--- config.mk ---
export PLATFORM = sky130hd
export DESIGN_NAME = uart_rx
export DESIGN_NICKNAME = d
export VERILOG_FILES = /design/src/rtl/uart_rx.sv
export SDC_FILE = /design/constraint.sdc
export NUM_CORES = 1
export LEC_CHECK = 0
export CAP_MARGIN = 20
export CORE_MARGIN = 2
export CORE_UTILIZATION = 49
export CTS_CLUSTER_SIZE = 40
export DETAILED_ROUTE_END_ITERATION = 7
export PLACE_DENSITY_LB_ADDON = 0.15
export SLEW_MARGIN = 40
export SYNTH_ARGS = -nofsm -noshare
export SYNTH_HDL_FRONTEND = slang
export SYNTH_SLANG_ARGS = --single-unit
--- constraint.sdc ---
create_clock -name i_clk -period 2.1 [get_ports i_clk]
set_input_delay 0.42 -clock i_clk [delete_from_list [all_inputs] [get_ports i_clk]]
set_output_delay 0.42 -clock i_clk [all_outputs]
set_load 0.005 [all_outputs]
--- src/rtl/uart_rx.sv ---
// uart_rx: 8N1 UART receiver with 16x oversampling, 3-sample majority vote and a one-byte holding register.
// Latency: o_rx_valid rises 154*(i_baud_div+1)+1 clocks after the start edge is seen on the synchronised line.
// Backpressure: one holding register; a byte completing while it is full and i_rx_ready is low is dropped and pulses o_overrun.
//
// Ports:
//   i_clk, i_rst      clock, synchronous active-high reset
//   i_en              receiver enable; low aborts any frame and forces IDLE
//   i_baud_div        oversample prescaler; one tick every i_baud_div+1 clocks, 16 ticks per bit
//   i_rx              asynchronous serial input, idle high
//   o_rx_data/o_rx_valid/i_rx_ready   received byte handshake
//   o_busy            FSM not in IDLE
//   o_frame_err       one-cycle pulse: stop bit sampled low
//   o_overrun         one-cycle pulse: completed byte dropped, holding register full
module uart_rx #(
    parameter int DIV_WIDTH = 16
) (
    input  logic                 i_clk,
    input  logic                 i_rst,
    input  logic                 i_en,
    input  logic [DIV_WIDTH-1:0] i_baud_div,
    input  logic                 i_rx,
    output logic [7:0]           o_rx_data,
    output logic                 o_rx_valid,
    input  logic                 i_rx_ready,
    output logic                 o_busy,
    output logic                 o_frame_err,
    output logic                 o_overrun
);

    typedef enum logic [1:0] {
        S_IDLE,
        S_START,
        S_DATA,
        S_STOP
    } state_t;

    state_t               r_state;
    logic                 r_rx_m;
    logic                 r_rx_s;
    logic                 r_rx_d;
    logic [DIV_WIDTH-1:0] r_cnt;
    logic [3:0]           r_smp;
    logic [3:0]           r_bit;
    logic [7:0]           r_shreg;
    logic                 r_v7;
    logic                 r_v8;

    logic w_tick;
    logic w_decide;
    logic w_bit_end;
    logic w_vote;

    assign w_tick    = (r_state != S_IDLE) && (r_cnt == i_baud_div);
    // Bit value is decided on the third sample; the third vote is the live synchronised line.
    assign w_decide  = w_tick && (r_smp == 4'd9);
    assign w_bit_end = w_tick && (r_smp == 4'd15);
    assign w_vote    = (r_v7 & r_v8) | (r_v7 & r_rx_s) | (r_v8 & r_rx_s);

    // Two-flop synchroniser plus one delay flop for falling-edge detection.
    // All reset high so a reset never looks like a start edge.
    always_ff @(posedge i_clk) begin
        if (i_rst) begin
            r_rx_m <= 1'b1;
            r_rx_s <= 1'b1;
            r_rx_d <= 1'b1;
        end else begin
            r_rx_m <= i_rx;
            r_rx_s <= r_rx_m;
            r_rx_d <= r_rx_s;
        end
    end

    always_ff @(posedge i_clk) begin
        if (i_rst) begin
            r_state     <= S_IDLE;
            o_busy      <= 1'b0;
            r_cnt       <= '0;
            r_smp       <= 4'd0;
            r_bit       <= 4'd0;
            r_shreg     <= 8'h00;
            r_v7        <= 1'b0;
            r_v8        <= 1'b0;
            o_rx_data   <= 8'h00;
            o_rx_valid  <= 1'b0;
            o_frame_err <= 1'b0;
            o_overrun   <= 1'b0;
        end else begin
            o_frame_err <= 1'b0;
            o_overrun   <= 1'b0;

            // Consumer handshake; a delivery later in this block overrides the clear.
            if (o_rx_valid && i_rx_ready) begin
                o_rx_valid <= 1'b0;
            end

            if (!i_en) begin
                // Abort without touching the holding register.
                r_state <= S_IDLE;
                o_busy  <= 1'b0;
                r_cnt   <= '0;
            end else if (r_state == S_IDLE) begin
                r_cnt <= '0;
                // Requires a genuine high-to-low edge: a line stuck low never re-triggers.
                if (r_rx_d && !r_rx_s) begin
                    r_state <= S_START;
                    o_busy  <= 1'b1;
                    r_smp   <= 4'd0;
                    r_bit   <= 4'd0;
                end
            end else begin
                if (w_tick) begin
                    r_cnt <= '0;
                    r_smp <= r_smp + 4'd1;
                    if (r_smp == 4'd7) r_v7 <= r_rx_s;
                    if (r_smp == 4'd8) r_v8 <= r_rx_s;
                end else begin
                    r_cnt <= r_cnt + DIV_WIDTH'(1);
                end

                case (r_state)
                    S_START: begin
                        if (w_decide && w_vote) begin
                            // Start bit did not hold low through mid-bit: glitch.
                            r_state <= S_IDLE;
                            o_busy  <= 1'b0;
                        end else if (w_bit_end) begin
                            r_state <= S_DATA;
                            r_bit   <= 4'd1;
                        end
                    end
                    S_DATA: begin
                        if (w_decide) begin
                            r_shreg <= {w_vote, r_shreg[7:1]};
                        end
                        if (w_bit_end) begin
                            r_bit <= r_bit + 4'd1;
                            if (r_bit == 4'd8) r_state <= S_STOP;
                        end
                    end
                    S_STOP: begin
                        // Finish at mid stop bit so a following start edge is never missed.
                        if (w_decide) begin
                            r_state <= S_IDLE;
                            o_busy  <= 1'b0;
                            r_cnt   <= '0;
                            if (w_vote) begin
                                if (!o_rx_valid || i_rx_ready) begin
                                    o_rx_data  <= r_shreg;
                                    o_rx_valid <= 1'b1;
                                end else begin
                                    o_overrun <= 1'b1;
                                end
                            end else begin
                                o_frame_err <= 1'b1;
                            end
                        end
                    end
                    default: begin
                        r_state <= S_IDLE;
                        o_busy  <= 1'b0;
                    end
                endcase
            end
        end
    end

endmodule

; ---- Word level (Yosys, flattened, before mapping)
; Cells that the tools add are included.
[totals]
word_cells = 104
register_bits = 51
[classes]
reduce_logical = 25
n_bitwise = 10
add_sub_neg = 3
n_eq_ne = 18
mux = 33
[ops]
columns = op, count
row1 = $mux W16, 3
row2 = $mux W4, 7
row3 = $ne A3 B3 Y1 const B, 6
row4 = $add A16 B1 Y16 const B, 1
row5 = $eq A16 B16 Y1, 1
row6 = $eq A4 B4 Y1 const B, 4
row7 = $reduce_and A4 Y1, 4
row8 = $mux W2, 7
row9 = $mux W1, 13
row10 = $reduce_and A6 Y1, 2
row11 = $add A4 B1 Y4 const B, 2
row12 = $pmux W4 S2, 1
row13 = $logic_and A1 B1 Y1, 6
row14 = $pmux W2 S3, 1
row15 = $reduce_or A6 Y1, 1
row16 = $not A1 Y1, 5
row17 = $reduce_and A5 Y1, 1
row18 = $reduce_or A5 Y1, 1
row19 = $eq A2 B2 Y1 const B, 2
row20 = $eq A4 B3 Y1 const B, 1
row21 = $ne A4 B4 Y1 const B, 1
row22 = $reduce_bool A2 Y1, 2
row23 = $and A1 B1 Y1, 3
row24 = $pmux W1 S3, 1
row25 = 11 further kinds, 13

; ---- Logic depth before layout (Yosys ltp)
[depth]
depth_word = 8
mapped_depth = 10
mapped_depth_nobuf = 8

; ---- Worst setup path after synthesis
; Ideal clock, no wire load.
[synth_timing]
kind = register -> register
startpoint = register r_state[0]
endpoint = register r_bit[3]
path_stages_with_launch = 10
required_time_ns = 2.013
setup_time_ns = 0.087
arrival_ns = 1.990
setup_slack_ns = 0.023
path_cell_list = dfxtp_1 inv_1 ha_1 clkbuf_1 nor2_1 and4_1 buf_4 nand2_4 or4_1 o31ai_1
[synth_between]
elab_chain_len = 6
word_cells_on_any_way = 16
classes_between = 6 x eq/ne / 2 x mux / 8 x reduce/logical
[synth_lines]
columns = element, line
row1 = from (decl), 37  ; state_t r_state;
row2 = from (signal assigned), 75  ; r_state <= S_IDLE;
row3 = from (signal assigned), 98  ; r_state <= S_IDLE;
row4 = from (signal assigned), 105  ; r_state <= S_START;
row5 = $reduce_bool A2 Y1, 53  ; assign w_tick = (r_state != S_IDLE) && (r_cnt == i_baud_div);
row6 = $logic_and A1 B1 Y1, 53
row7 = $logic_and A1 B1 Y1, 55  ; assign w_decide = w_tick && (r_smp == 4'd9);
row8 = $logic_and A1 B1 Y1, 122  ; if (w_decide && w_vote) begin
row9 = $ne A3 B3 Y1 (no source line), -
row10 = $reduce_and A6 Y1 (no source line), -
row11 = to (signal assigned), 136  ; r_bit <= r_bit + 4'd1;
row12 = to (decl), 43  ; logic [3:0] r_bit;
; Parallel ways exist; a longest one is shown, timed or not.
; A chain may end at the register's enable or synchronous reset.

; ---- Final worst setup path
[layout_timing]
startpoint = input port i_baud_div[4]
endpoint = register r_bit[1]
[layout_between]
elab_chain_len = 6
word_cells_on_any_way = 9
classes_between = 4 x eq/ne / 5 x reduce/logical
[layout_lines]
columns = element, line
row1 = from (decl), 20  ; input logic [DIV_WIDTH-1:0] i_baud_div,
row2 = $eq A16 B16 Y1 *, 53
row3 = $logic_and A1 B1 Y1 *, 53
row4 = $logic_and A1 B1 Y1, 55
row5 = $logic_and A1 B1 Y1, 122
row6 = $ne A3 B3 Y1 (no source line), -
row7 = $reduce_and A6 Y1 (no source line) *, -
; Every way passes the cells marked *; elsewhere a longest branch is shown, timed or not.

==> impl_metrics.sql <==
INSERT INTO impl_metrics (metric_group, metric, value, unit) VALUES
('critical_path', 'worstSetupPathType', 'input pin to flip-flop', ''),
('synth', 'ys.flop_type', 'sky130_fd_sc_hd__dfxtp_1', ''),
('finish', 'most_frequent_standard_cell_in_the_layout_excluding_fill_and_tap_cells', 'sky130_fd_sc_hd__dfxtp_1', ''),
('clocking', 'clock_tree_from_tritoncts', 'done', ''),
('finish', 'ff_latch_area', '1030', 'µm²'),
('hold_path', 'whs_endpoint', 'r_rx_s$_SDFF_PP1_', ''),
('critical_path', 'setup.worst_path.start_class', 'input pin', ''),
('critical_path', 'crit_path_cell_trace', 'clkdlybuf4s50_1, xor2_1, nor4_4, and3_1, a21o_1, or4b_4, a21oi_2', ''),
('sta', 'finalSetupViolations', '0', ''),
('synth', 'synthesis.nets', '312', ''),
('route', 'wirelength', '5.36', 'mm'),
('flow_run', 'drv_cap', '0', ''),
('critical_path', 'rrSetupSlack', '0.08', 'ns'),
('place', 'dp_hpwl', '3.96', 'mm'),
('route', 'drc', '0', ''),
('sta', 'finalCriticalPeriod', '2.05', 'ns'),
('pwr', 'peak_vdd_ir', '0.000270', 'V'),
('sta', 'fin_crit_sh', '97.6', '%'),
('route', 'postRouteAntennaNets', '0', ''),
('sta', 'hold_viol', '0', ''),
('critical_path', 'worst-endpoint-arrival', '2.30', 'ns'),
('clocking', 'insertion_delay', '0.31', 'ns'),
('status', 'run_status', 'finished, final reports clean', ''),
('route', 'detailroute.via_count', '2160', ''),
('critical_path', 'critical_path.reg2reg.startpoint', 'r_cnt[2]$_SDFF_PP0_', ''),
('finish', 'final_cell_mix', 'sky130_fd_sc_hd__dfxtp_1, sky130_fd_sc_hd__nor2_1, sky130_fd_sc_hd__buf_4, sky130_fd_sc_hd__xor2_1, sky130_fd_sc_hd__mux2i_1', ''),
('global_route', 'globalRouteTotalUtil', '19.7', '%'),
('sta', 'slew_headroom', '75.0', '%'),
('synth', 'yosys_warnings', '0', ''),
('critical_path', 'critical-path-slowest-cell', 'sky130_fd_sc_hd__or4b_4', ''),
('route', 'drt-pass1-iter-count', '4', ''),
('global_route', 'grt_start_max_net_pins', '26', ''),
('critical_path', 'timing.critical_path.to_type', 'flip-flop', ''),
('synth', 'postSynthRegisterBits', '51', ''),
('die', 'chipWidth', '75.7', 'µm'),
('place', 'routability_congestion', '0.913', ''),
('sta', 'setup_tns', '0', 'ns'),
('synth', 'post-synth-top-area-cell', 'sky130_fd_sc_hd__dfxtp_1', ''),
('synth', 'synth.cell_area', '2520', 'µm²'),
('synth', 'synth_enable_flop_cells', '0', ''),
('route', 'wl_per_cell', '12.9', 'µm'),
('clocking', 'clock-root-buffer', 'sky130_fd_sc_hd__clkbuf_8', ''),
('critical_path', 'required', '2.36', 'ns'),
('pwr', 'pwr-share-seq', '58.3', '%'),
('clocking', 'numCtsBuffers', '5', ''),
('hold_path', 'startpoint_of_the_tightest_hold_check_path', 'r_rx_m$_SDFF_PP1_', ''),
('die', 'std_cell_rows', '26', ''),
('critical_path', 'crit_path_max_incr_delay', '0.54', 'ns'),
('synth', 'asyncSetResetFlopFracSynth', '0', '%'),
('pwr', 'cell_internal_pwr', '1270', 'µW'),
('sta', 'final-max-slew-violation-count', '0', ''),
('pwr', 'fin_total_pwr', '1670', 'µW'),
('die', 'initial_utilization', '49.9', '%'),
('pwr', 'power.switching', '398', 'µW'),
('pwr', 'clkPwrFrac', '35.7', '%'),
('clocking', 'path_clk_slew', '0.10', 'ns'),
('global_route', 'total_gr_overflow', '0', ''),
('die', 'core', '5040', 'µm²'),
('synth', 'syn-mean-instance-area', '8.96', 'µm²'),
('global_route', 'first_global_vias', '1875', ''),
('finish', 'multiInputGateArea', '1480', 'µm²'),
('global_route', 'grt_first_pass_wirelength', '8.50', 'mm'),
('sta', 'clock.fmax', '0.488', 'GHz'),
('finish', 'final_nets', '376', ''),
('finish', 'insertedDiodeCount', '0', ''),
('critical_path', 'worst-path-max-fanout', '5', ''),
('die', 'chipHeight', '75.7', 'µm'),
('critical_path', 'reg2reg_depth', '8', ''),
('synth', 'synth_top_cell_area_share', '40.6', '%'),
('place', 'port_buffers', '32', ''),
('clocking', 'clock_sink_count', '51', '');
==> synthesized netlist by cell type (7+ instances only) <==
library cell	instances
sky130_fd_sc_hd__dfxtp_1	51
sky130_fd_sc_hd__nand3_1	12
sky130_fd_sc_hd__a21oi_1	9
sky130_fd_sc_hd__inv_1	10
sky130_fd_sc_hd__nand2_1	15
sky130_fd_sc_hd__xor2_1	23
sky130_fd_sc_hd__xnor2_1	7
sky130_fd_sc_hd__o21ai_0	9
sky130_fd_sc_hd__and3_1	7
sky130_fd_sc_hd__mux2i_1	19
sky130_fd_sc_hd__clkbuf_1	9
sky130_fd_sc_hd__ha_1	10
sky130_fd_sc_hd__nor2_1	41
==> state kept, by name, indices dropped and copies added, names as in the netlist <==
signal and count:
o_busy 1, o_frame_err 1, o_overrun 1, o_rx_data 8
o_rx_valid 1, r_bit 4, r_cnt 16, r_rx_d 1
r_rx_m 1, r_rx_s 1, r_shreg 8, r_smp 4
r_state 2, r_v7 1, r_v8 1
==> routing by layer <==
metal | GRT usage (%) | vias to the layer above | part of all wire [%] | wire length [µm]
met4 | 8.77 | 0 | 2.4 | 130
met3 | 5.03 | 10 | 4.1 | 221
met2 | 29.3 | 42 | 45 | 2420
met5 | 0 | - | 0 | 0
met1 | 26.9 | 996 | 48 | 2580
li1 | - | 1112 | - | -
==> cells by family after synthesis <==
kind of cell,after synthesis,synth area share (%)
fa+ha+maj,11,5.37
xor+xnor,30,10.4
flops,51,40.6
mux,19,7.55
compound gates,36,9.00
simple gates,114,24.0
buf+inv,20,3.13
==> how the worst max path moves through the flow <==
| stage | slack [ns] | to | depth (start not counted) | start |
|---|---|---|---|---|
| floorplan | 0.02 | r_bit[3]$_SDFFE_PP0P_ | 9 | r_state[0]$_SDFFE_PP0P_ |
| global placement | -0.51 | r_bit[3]$_SDFFE_PP0P_ | 7 | i_baud_div[15] |
| detailed placement | -0.60 | r_bit[3]$_SDFFE_PP0P_ | 7 | i_baud_div[15] |
| CTS | 0.01 | r_bit[3]$_SDFFE_PP0P_ | 7 | r_cnt[12]$_SDFF_PP0_ |
| global route | -0.05 | r_bit[1]$_SDFFE_PP0P_ | 8 | r_cnt[2]$_SDFF_PP0_ |
| finish | 0.05 | r_bit[1]$_SDFFE_PP0P_ | 7 | i_baud_div[4] |
==> power groups by stage <==
stage / registers, µW / logic, µW / clock network (µW)
detailed placement: 994 / 102 / 0
global route: 972 / 109 / 656
global placement: 994 / 102 / 0
finish: 971 / 99.8 / 595
floorplan: 994 / 37.8 / 0
CTS: 972 / 97.5 / 607
==> through the flow <==
stage | hold WS (ns) | setup slack, ns | util (%) | instances | area [µm²]
finish | 0.417 | 0.0508 | 66.0 | 416 | 3330
global route | 0.452 | -0.0452 | 66.0 | 416 | 3330
CTS | 0.420 | 0.0113 | 64.7 | 415 | 3260
detailed placement | 0.397 | -0.599 | 62.1 | 404 | 3130
global placement | 0.391 | -0.509 | 62.1 | 404 | 3130
floorplan | 0.389 | 0.0226 | - | 281 | 2520
==> what timing repair did <==
action,CTS,global route
buffers inserted,3,1
pin swaps,15,4
gates resized for setup,21,20
endpoints found under the setup margin,30,10
hold buffers,0,0
cloned,0,0
==> worst max-delay path: cells and delay by family <==
kind                   cells  cell delay [ns]
AND/OR/NAND/NOR            3             0.80
AO/OA/AOI/OAI              2             0.34
XOR/XNOR                   1             0.25
buffers and inverters      1             0.49
==> area by class of cell <==
class,count,share of cell area (%)
timing repair buffer,67,17.8
tap,70,2.63
clock buffer,5,2.07
sequential,51,31.0
inverter,10,1.13
multi-input combinational,210,44.5
clock inverter,3,0.790
(Power assumes the default switching activity.)
